File: config.mk
export PLATFORM = sky130hd
export DESIGN_NAME = prim_fifo_rr_wr_ctrl
export DESIGN_NICKNAME = d
export VERILOG_FILES = /design/src/rtl/prim_fifo_rr_wr_ctrl_pkg.sv /design/src/rtl/prim_fifo_sync_cnt.sv /design/src/rtl/prim_fifo_rr_wr_ctrl.sv
export SDC_FILE = /design/constraint.sdc
export NUM_CORES = 1
export LEC_CHECK = 0
export CAP_MARGIN = 10
export CORE_MARGIN = 4
export CORE_UTILIZATION = 49
export DETAILED_ROUTE_END_ITERATION = 12
export PLACE_DENSITY = 0.86
export SYNTH_ARGS = -nofsm -noshare
export SYNTH_HDL_FRONTEND = slang
export SYNTH_HIERARCHICAL = 1
export SYNTH_SLANG_ARGS = --single-unit
File: constraint.sdc
create_clock -name clk_i -period 7.7 [get_ports clk_i]
set_clock_uncertainty 0.05 [all_clocks]
set_input_delay 2.31 -clock clk_i [delete_from_list [all_inputs] [get_ports clk_i]]
set_output_delay 2.31 -clock clk_i [all_outputs]
set_load 0.05 [all_outputs]
File: src/rtl/prim_fifo_rr_wr_ctrl_pkg.sv
// Shared helpers for the round-robin FIFO write controller.
// Holds the priority-rotation helper that the arbiter uses.
package prim_fifo_rr_wr_ctrl_pkg;

    // Index that follows idx in a ring of n requesters.
    function automatic int unsigned rr_next(int unsigned idx, int unsigned n);
        if (idx + 1 >= n) begin
            return 0;
        end
        return idx + 1;
    endfunction

endpackage

File: src/rtl/prim_fifo_sync_cnt.sv
// FIFO read/write pointer pair with a wrap-phase MSB and arbitrary depth.
// With Secure=1 a shadow copy of each pointer runs alongside and any disagreement raises err_o.
module prim_fifo_sync_cnt #(
    parameter int Width  = 3,
    parameter int Depth  = 4,
    parameter bit Secure = 1'b0
) (
    input  logic             clk_i,
    input  logic             rst_ni,
    input  logic             clr_i,
    input  logic             incr_wptr_i,
    input  logic             incr_rptr_i,
    output logic [Width-1:0] wptr_o,
    output logic [Width-1:0] rptr_o,
    output logic             err_o
);

    localparam int LowW = Width - 1;

    // Low bits count 0..Depth-1; leaving Depth-1 clears them and flips the phase bit.
    function automatic logic [Width-1:0] ptr_incr(logic [Width-1:0] p);
        logic [Width-1:0] n;
        if (p[LowW-1:0] == LowW'(Depth - 1)) begin
            n = {~p[Width-1], {LowW{1'b0}}};
        end else begin
            n = {p[Width-1], p[LowW-1:0] + 1'b1};
        end
        return n;
    endfunction

    logic [Width-1:0] wptr_q;
    logic [Width-1:0] rptr_q;

    always_ff @(posedge clk_i or negedge rst_ni) begin
        if (!rst_ni) begin
            wptr_q <= '0;
            rptr_q <= '0;
        end else if (clr_i) begin
            wptr_q <= '0;
            rptr_q <= '0;
        end else begin
            if (incr_wptr_i) begin
                wptr_q <= ptr_incr(wptr_q);
            end
            if (incr_rptr_i) begin
                rptr_q <= ptr_incr(rptr_q);
            end
        end
    end

    assign wptr_o = wptr_q;
    assign rptr_o = rptr_q;

    if (Secure) begin : g_secure
        logic [Width-1:0] wptr_shadow_q;
        logic [Width-1:0] rptr_shadow_q;

        always_ff @(posedge clk_i or negedge rst_ni) begin
            if (!rst_ni) begin
                wptr_shadow_q <= '0;
                rptr_shadow_q <= '0;
            end else if (clr_i) begin
                wptr_shadow_q <= '0;
                rptr_shadow_q <= '0;
            end else begin
                if (incr_wptr_i) begin
                    wptr_shadow_q <= ptr_incr(wptr_shadow_q);
                end
                if (incr_rptr_i) begin
                    rptr_shadow_q <= ptr_incr(rptr_shadow_q);
                end
            end
        end

        assign err_o = (wptr_shadow_q != wptr_q) || (rptr_shadow_q != rptr_q);
    end else begin : g_plain
        assign err_o = 1'b0;
    end

endmodule

File: src/rtl/prim_fifo_rr_wr_ctrl.sv
// Multi-writer synchronous FIFO: a round-robin arbiter admits one writer per cycle,
// entries carry the writer index, and a single valid/ready port drains the head.
module prim_fifo_rr_wr_ctrl
    import prim_fifo_rr_wr_ctrl_pkg::*;
#(
    parameter int NumReq    = 4,
    parameter int Depth     = 4,
    parameter int DataWidth = 32,
    parameter bit Secure    = 1'b0,
    localparam int PtrW     = $clog2(Depth) + 1,
    localparam int IdW      = $clog2(NumReq),
    localparam int DepthW   = $clog2(Depth + 1)
) (
    input  logic                        clk_i,
    input  logic                        rst_i,
    input  logic                        clr_i,
    input  logic [NumReq-1:0]           req_valid_i,
    input  logic [NumReq*DataWidth-1:0] req_data_i,
    output logic [NumReq-1:0]           req_ready_o,
    output logic                        rd_valid_o,
    input  logic                        rd_ready_i,
    output logic [DataWidth-1:0]        rd_data_o,
    output logic [IdW-1:0]              rd_src_o,
    output logic [DepthW-1:0]           depth_o,
    output logic                        full_o,
    output logic                        empty_o,
    output logic                        err_o
);

    localparam int LowW = PtrW - 1;

    logic [PtrW-1:0]      wptr;
    logic [PtrW-1:0]      rptr;
    logic [LowW-1:0]      wlow;
    logic [LowW-1:0]      rlow;
    logic [PtrW-1:0]      depth_calc;
    logic                 flush;
    logic                 full;
    logic                 empty;
    logic [NumReq-1:0]    eligible;
    logic [IdW-1:0]       prio_q;
    logic                 grant_vld;
    logic [IdW-1:0]       grant_idx;
    logic [DataWidth-1:0] wdata;
    logic                 push;
    logic                 pop;
    logic                 cnt_err;

    logic [DataWidth-1:0] mem_data [Depth];
    logic [IdW-1:0]       mem_src  [Depth];

    assign flush = rst_i | clr_i;
    assign wlow  = wptr[LowW-1:0];
    assign rlow  = rptr[LowW-1:0];

    // Status comes from the registered pointers only, so ready never depends on ready.
    assign full  = (wlow == rlow) && (wptr[PtrW-1] != rptr[PtrW-1]);
    assign empty = (wptr == rptr);

    always_comb begin
        depth_calc = '0;
        if (wptr[PtrW-1] == rptr[PtrW-1]) begin
            depth_calc = {1'b0, wlow} - {1'b0, rlow};
        end else begin
            depth_calc = PtrW'(Depth) - {1'b0, rlow} + {1'b0, wlow};
        end
    end

    assign depth_o    = DepthW'(depth_calc);
    assign full_o     = full;
    assign empty_o    = empty;
    assign rd_valid_o = !empty;

    assign eligible = req_valid_i & {NumReq{!full && !flush}};

    // Lowest eligible index at or above prio wins; otherwise lowest index below prio.
    always_comb begin
        grant_vld = 1'b0;
        grant_idx = '0;
        for (int j = 0; j < NumReq; j++) begin
            if (!grant_vld && eligible[j] && (j >= int'(prio_q))) begin
                grant_vld = 1'b1;
                grant_idx = IdW'(j);
            end
        end
        for (int j = 0; j < NumReq; j++) begin
            if (!grant_vld && eligible[j] && (j < int'(prio_q))) begin
                grant_vld = 1'b1;
                grant_idx = IdW'(j);
            end
        end
    end

    always_comb begin
        req_ready_o = '0;
        wdata       = '0;
        for (int j = 0; j < NumReq; j++) begin
            if (grant_vld && (grant_idx == IdW'(j))) begin
                req_ready_o[j] = 1'b1;
                wdata          = req_data_i[j*DataWidth +: DataWidth];
            end
        end
    end

    assign push = grant_vld;
    assign pop  = !empty && rd_ready_i && !flush;

    always_ff @(posedge clk_i) begin
        if (flush) begin
            prio_q <= '0;
        end else if (grant_vld) begin
            prio_q <= IdW'(rr_next(32'(grant_idx), NumReq));
        end
    end

    // Storage is never reset; only the pointers decide what is valid.
    always_ff @(posedge clk_i) begin
        if (push) begin
            mem_data[wlow] <= wdata;
            mem_src[wlow]  <= grant_idx;
        end
    end

    assign rd_data_o = mem_data[rlow];
    assign rd_src_o  = mem_src[rlow];

    prim_fifo_sync_cnt #(
        .Width  (PtrW),
        .Depth  (Depth),
        .Secure (Secure)
    ) u_cnt (
        .clk_i       (clk_i),
        .rst_ni      (1'b1),
        .clr_i       (flush),
        .incr_wptr_i (push),
        .incr_rptr_i (pop),
        .wptr_o      (wptr),
        .rptr_o      (rptr),
        .err_o       (cnt_err)
    );

    assign err_o = cnt_err;

    a_ready_onehot : assert property (@(posedge clk_i) disable iff (rst_i) $onehot0(req_ready_o));
    a_no_push_full : assert property (@(posedge clk_i) disable iff (rst_i) !(full_o && |req_ready_o));
    a_depth_bound  : assert property (@(posedge clk_i) disable iff (rst_i) depth_o <= DepthW'(Depth));
    a_no_overtake  : assert property (@(posedge clk_i) disable iff (rst_i) !(pop && empty));

endmodule

==> flow_summary.json <==
{
  "grt_pass1_vias": 5526,
  "die_x_um": 128,
  "hold_violations": 0,
  "hp-class": "reg -> reg",
  "synth_ff_type": "edfxtp_1",
  "start_kind": "input port",
  "cts_setup_buffers": 0,
  "die_area_um2": 16300,
  "slew_violations": 0,
  "core_um2": 13900,
  "fin_crit_sh_pct": 91.5,
  "placed_area_um2": 8950,
  "clk_pin_slew_ps": 50,
  "cts_buffer_depth": 2,
  "min_period_ps": 7050,
  "wire_per_inst_um": 23.2,
  "fill_cells": 947,
  "status": "finished, final reports clean",
  "hpwlAfterDp_um": 12600,
  "cts.htree.levels": 4,
  "synth_enable_flop_cells": 136,
  "min_from": "u_cnt/wptr_o[2]$_DFFE_PN0P_",
  "final_area_um2": 9440,
  "row_count": 43,
  "num_vias": 5201,
  "whs_ps": 563,
  "ys_async_sr_fraction_pct": 4.17,
  "num_antenna_cells": 0,
  "slew-limit-headroom_pct": 20.4,
  "cts_tree": "yes",
  "synth_top_area_share_pct": 58.2,
  "peakVddDrop_mv": 0.168,
  "grt_pass1_wl_um": 30100,
  "worst_slew_pin_slew_ps": 1190,
  "critical_path_arrival_ps": 4690,
  "drtAntennaViolNets": 0,
  "multi_input_area_um2": 2490,
  "rsz0062_at_grt": "false",
  "avgSynthCellArea_um2": 15.1,
  "drc": 0,
  "cap_viol_max_count": 0,
  "grt_remaining_overflow": 0,
  "finalPower_mw": 1.79,
  "drtIter0Drc": 405,
  "grt_max_degree": 71,
  "portBuffers": 179,
  "io_pins": 181,
  "grt_usage_pct": 24.1,
  "powerDensity_nw_per_um2": 190,
  "tns_ps": 0,
  "r2r-start": "u_cnt/rptr_o[1]$_DFFE_PN0P_",
  "drive_above_1_share_pct": 20.0,
  "num-nets-final": 778,
  "first_pass_iters": 5,
  "worstSkewPairLatency_ps": 410,
  "finalSetupViolCount": 0,
  "ys_seq_elements": 144,
  "cts_hold_buffers": 0,
  "routed_wl_um": 19100,
  "yosysSeqAreaShare_pct": 60.9,
  "synth_cell_types": 55,
  "ys_top_cells_by_area": "edfxtp_1 58%, mux4_2 11%, o2111ai_1 4.0%, a32oi_1 3.9%, o22ai_1 2.9%",
  "die_h_um": 128,
  "clock_sinks": 144,
  "path_max_fanout": 5,
  "timing.fmax_mhz": 142,
  "p_leak_nw": 3.07,
  "required_ps": 5340,
  "initial_utilization_pct": 50.3,
  "root_buffer": "clkbuf_16",
  "critical_path_class": "in -> out",
  "antenna_found_initial": 0,
  "vias_per_cell": 6.30,
  "yosysTopAreaCell": "edfxtp_1",
  "seq_area_um2": 4280,
  "critPathLaunch": "req_valid_i[0]",
  "yosys_warnings": 6,
  "syn2layout_area_growth_pct": 34.5,
  "cts_buffers": 17,
  "syn_area_um2": 7020,
  "critPathCaptureType": "output pin",
  "ctsResizeCount": 0,
  "syn-instance-count": 465,
  "gp_congestion": 0.828
}
==> cell type report <==
class,count,area share (%)
Sequential cell,144,45.3
Multi-Input combinational cell,268,26.4
Clock inverter,9,0.504
Tap cell,180,2.39
Inverter,12,0.477
Clock buffer,20,4.63
Timing Repair Buffer,192,20.3
==> where the power goes <==
| group | internal (mW) | switching (mW) |
|---|---|---|
| clock | 0.399 | 0.279 |
| combinational | 0.111 | 0.122 |
| sequential | 0.875 | 0.00338 |
| total | 1.39 | 0.404 |
==> sequential cells by signal, summed over array words and instances, names as in the netlist <==
signal,cells
u_cnt/rptr_o,3
mem_src,8
mem_data,128
prio_q,2
u_cnt/wptr_o,3
==> cell families after synthesis <==
group                    synth area share (%)
AO/OA/AOI/OAI                            13.4
XOR/XNOR                                0.357
adder cells (fa/ha/maj)                  1.36
buffers and inverters                    4.35
flip-flops                               60.9
multiplexers                             11.3
other                                   0.107
AND/OR/NAND/NOR                          8.11
==> final timing paths <==
| check | slack, ps | end | cells after the start |
|---|---|---|---|
| setup reg to reg | 2750 | mem_data[1][13]$_DFFE_PP_ | 12 |
| hold / removal | 560 | u_cnt/wptr_o[2]$_DFFE_PN0P_ | 2 |
| hold reg to reg | 560 | u_cnt/wptr_o[2]$_DFFE_PN0P_ | 2 |
| setup / recovery | 650 | req_ready_o[3] | 10 |
==> layer usage <==
| layer | vias to the layer above | global-route usage (%) | wire length, um |
|---|---|---|---|
| met1 | 2618 | 29.8 | 7190 |
| met5 | - | 0 | 0 |
| met3 | 37 | 5.21 | 1410 |
| li1 | 2273 | - | - |
| met2 | 273 | 42.1 | 10100 |
| met4 | 0 | 8.36 | 452 |
==> per-stage QoR <==
stage	util (%)	std cells	worst slack, ps
after floorplan	-	470	599
after global placement	64.2	796	835
after detailed placement	64.2	796	681
after CTS	67.7	825	676
after global routing	67.7	825	467
final	67.7	825	652
==> cell usage after synthesis (2+ instances only) <==
cell type  instances
edfxtp_1         136
mux4_2            34
nand3_1           33
o2111ai_1         32
o22ai_1           32
or2_2             32
a32oi_1           31
clkbuf_1          20
buf_2             12
inv_1             10
buf_6              8
nor2_1             8
a21oi_1            6
dfrtp_1            6
ha_1               6
nor4_1             4
buf_4              3
mux2i_1            3
nand2b_1           3
nor2b_1            3
a21bo_2            2
buf_1              2
conb_1             2
dfxtp_1            2
nand3b_1           2
o21ai_0            2
o221ai_1           2
or3b_1             2
==> cells in the final DEF, fill, tap and decap left out, drive strengths merged, types with 6 or more instances in the layout <==
cell type      synthesis  routed
ha                     6       6
o2111ai               32      32
clkinv                 1       8
buf                   25      17
clkdlybuf4s50          0     175
nor2                   9       9
clkbuf                21      20
mux4                  34      34
or2                   32      32
a21oi                  7       7
edfxtp               136     136
conb                   2       7
nand3                 33      33
o22ai                 33      33
inv                   11      11
a32oi                 32      32
dfrtp                  6       6
==> worst max-delay path, cell delays in order <==
cell	delay (ps)
clkdlybuf4s50_1	510
nor2b_4	190
o21bai_1	250
nor2b_1	210
o21ai_0	190
inv_1	180
ha_1	190
clkinv_1	80
nor3_1	370
buf_12	190
(Power assumes the default switching activity.)
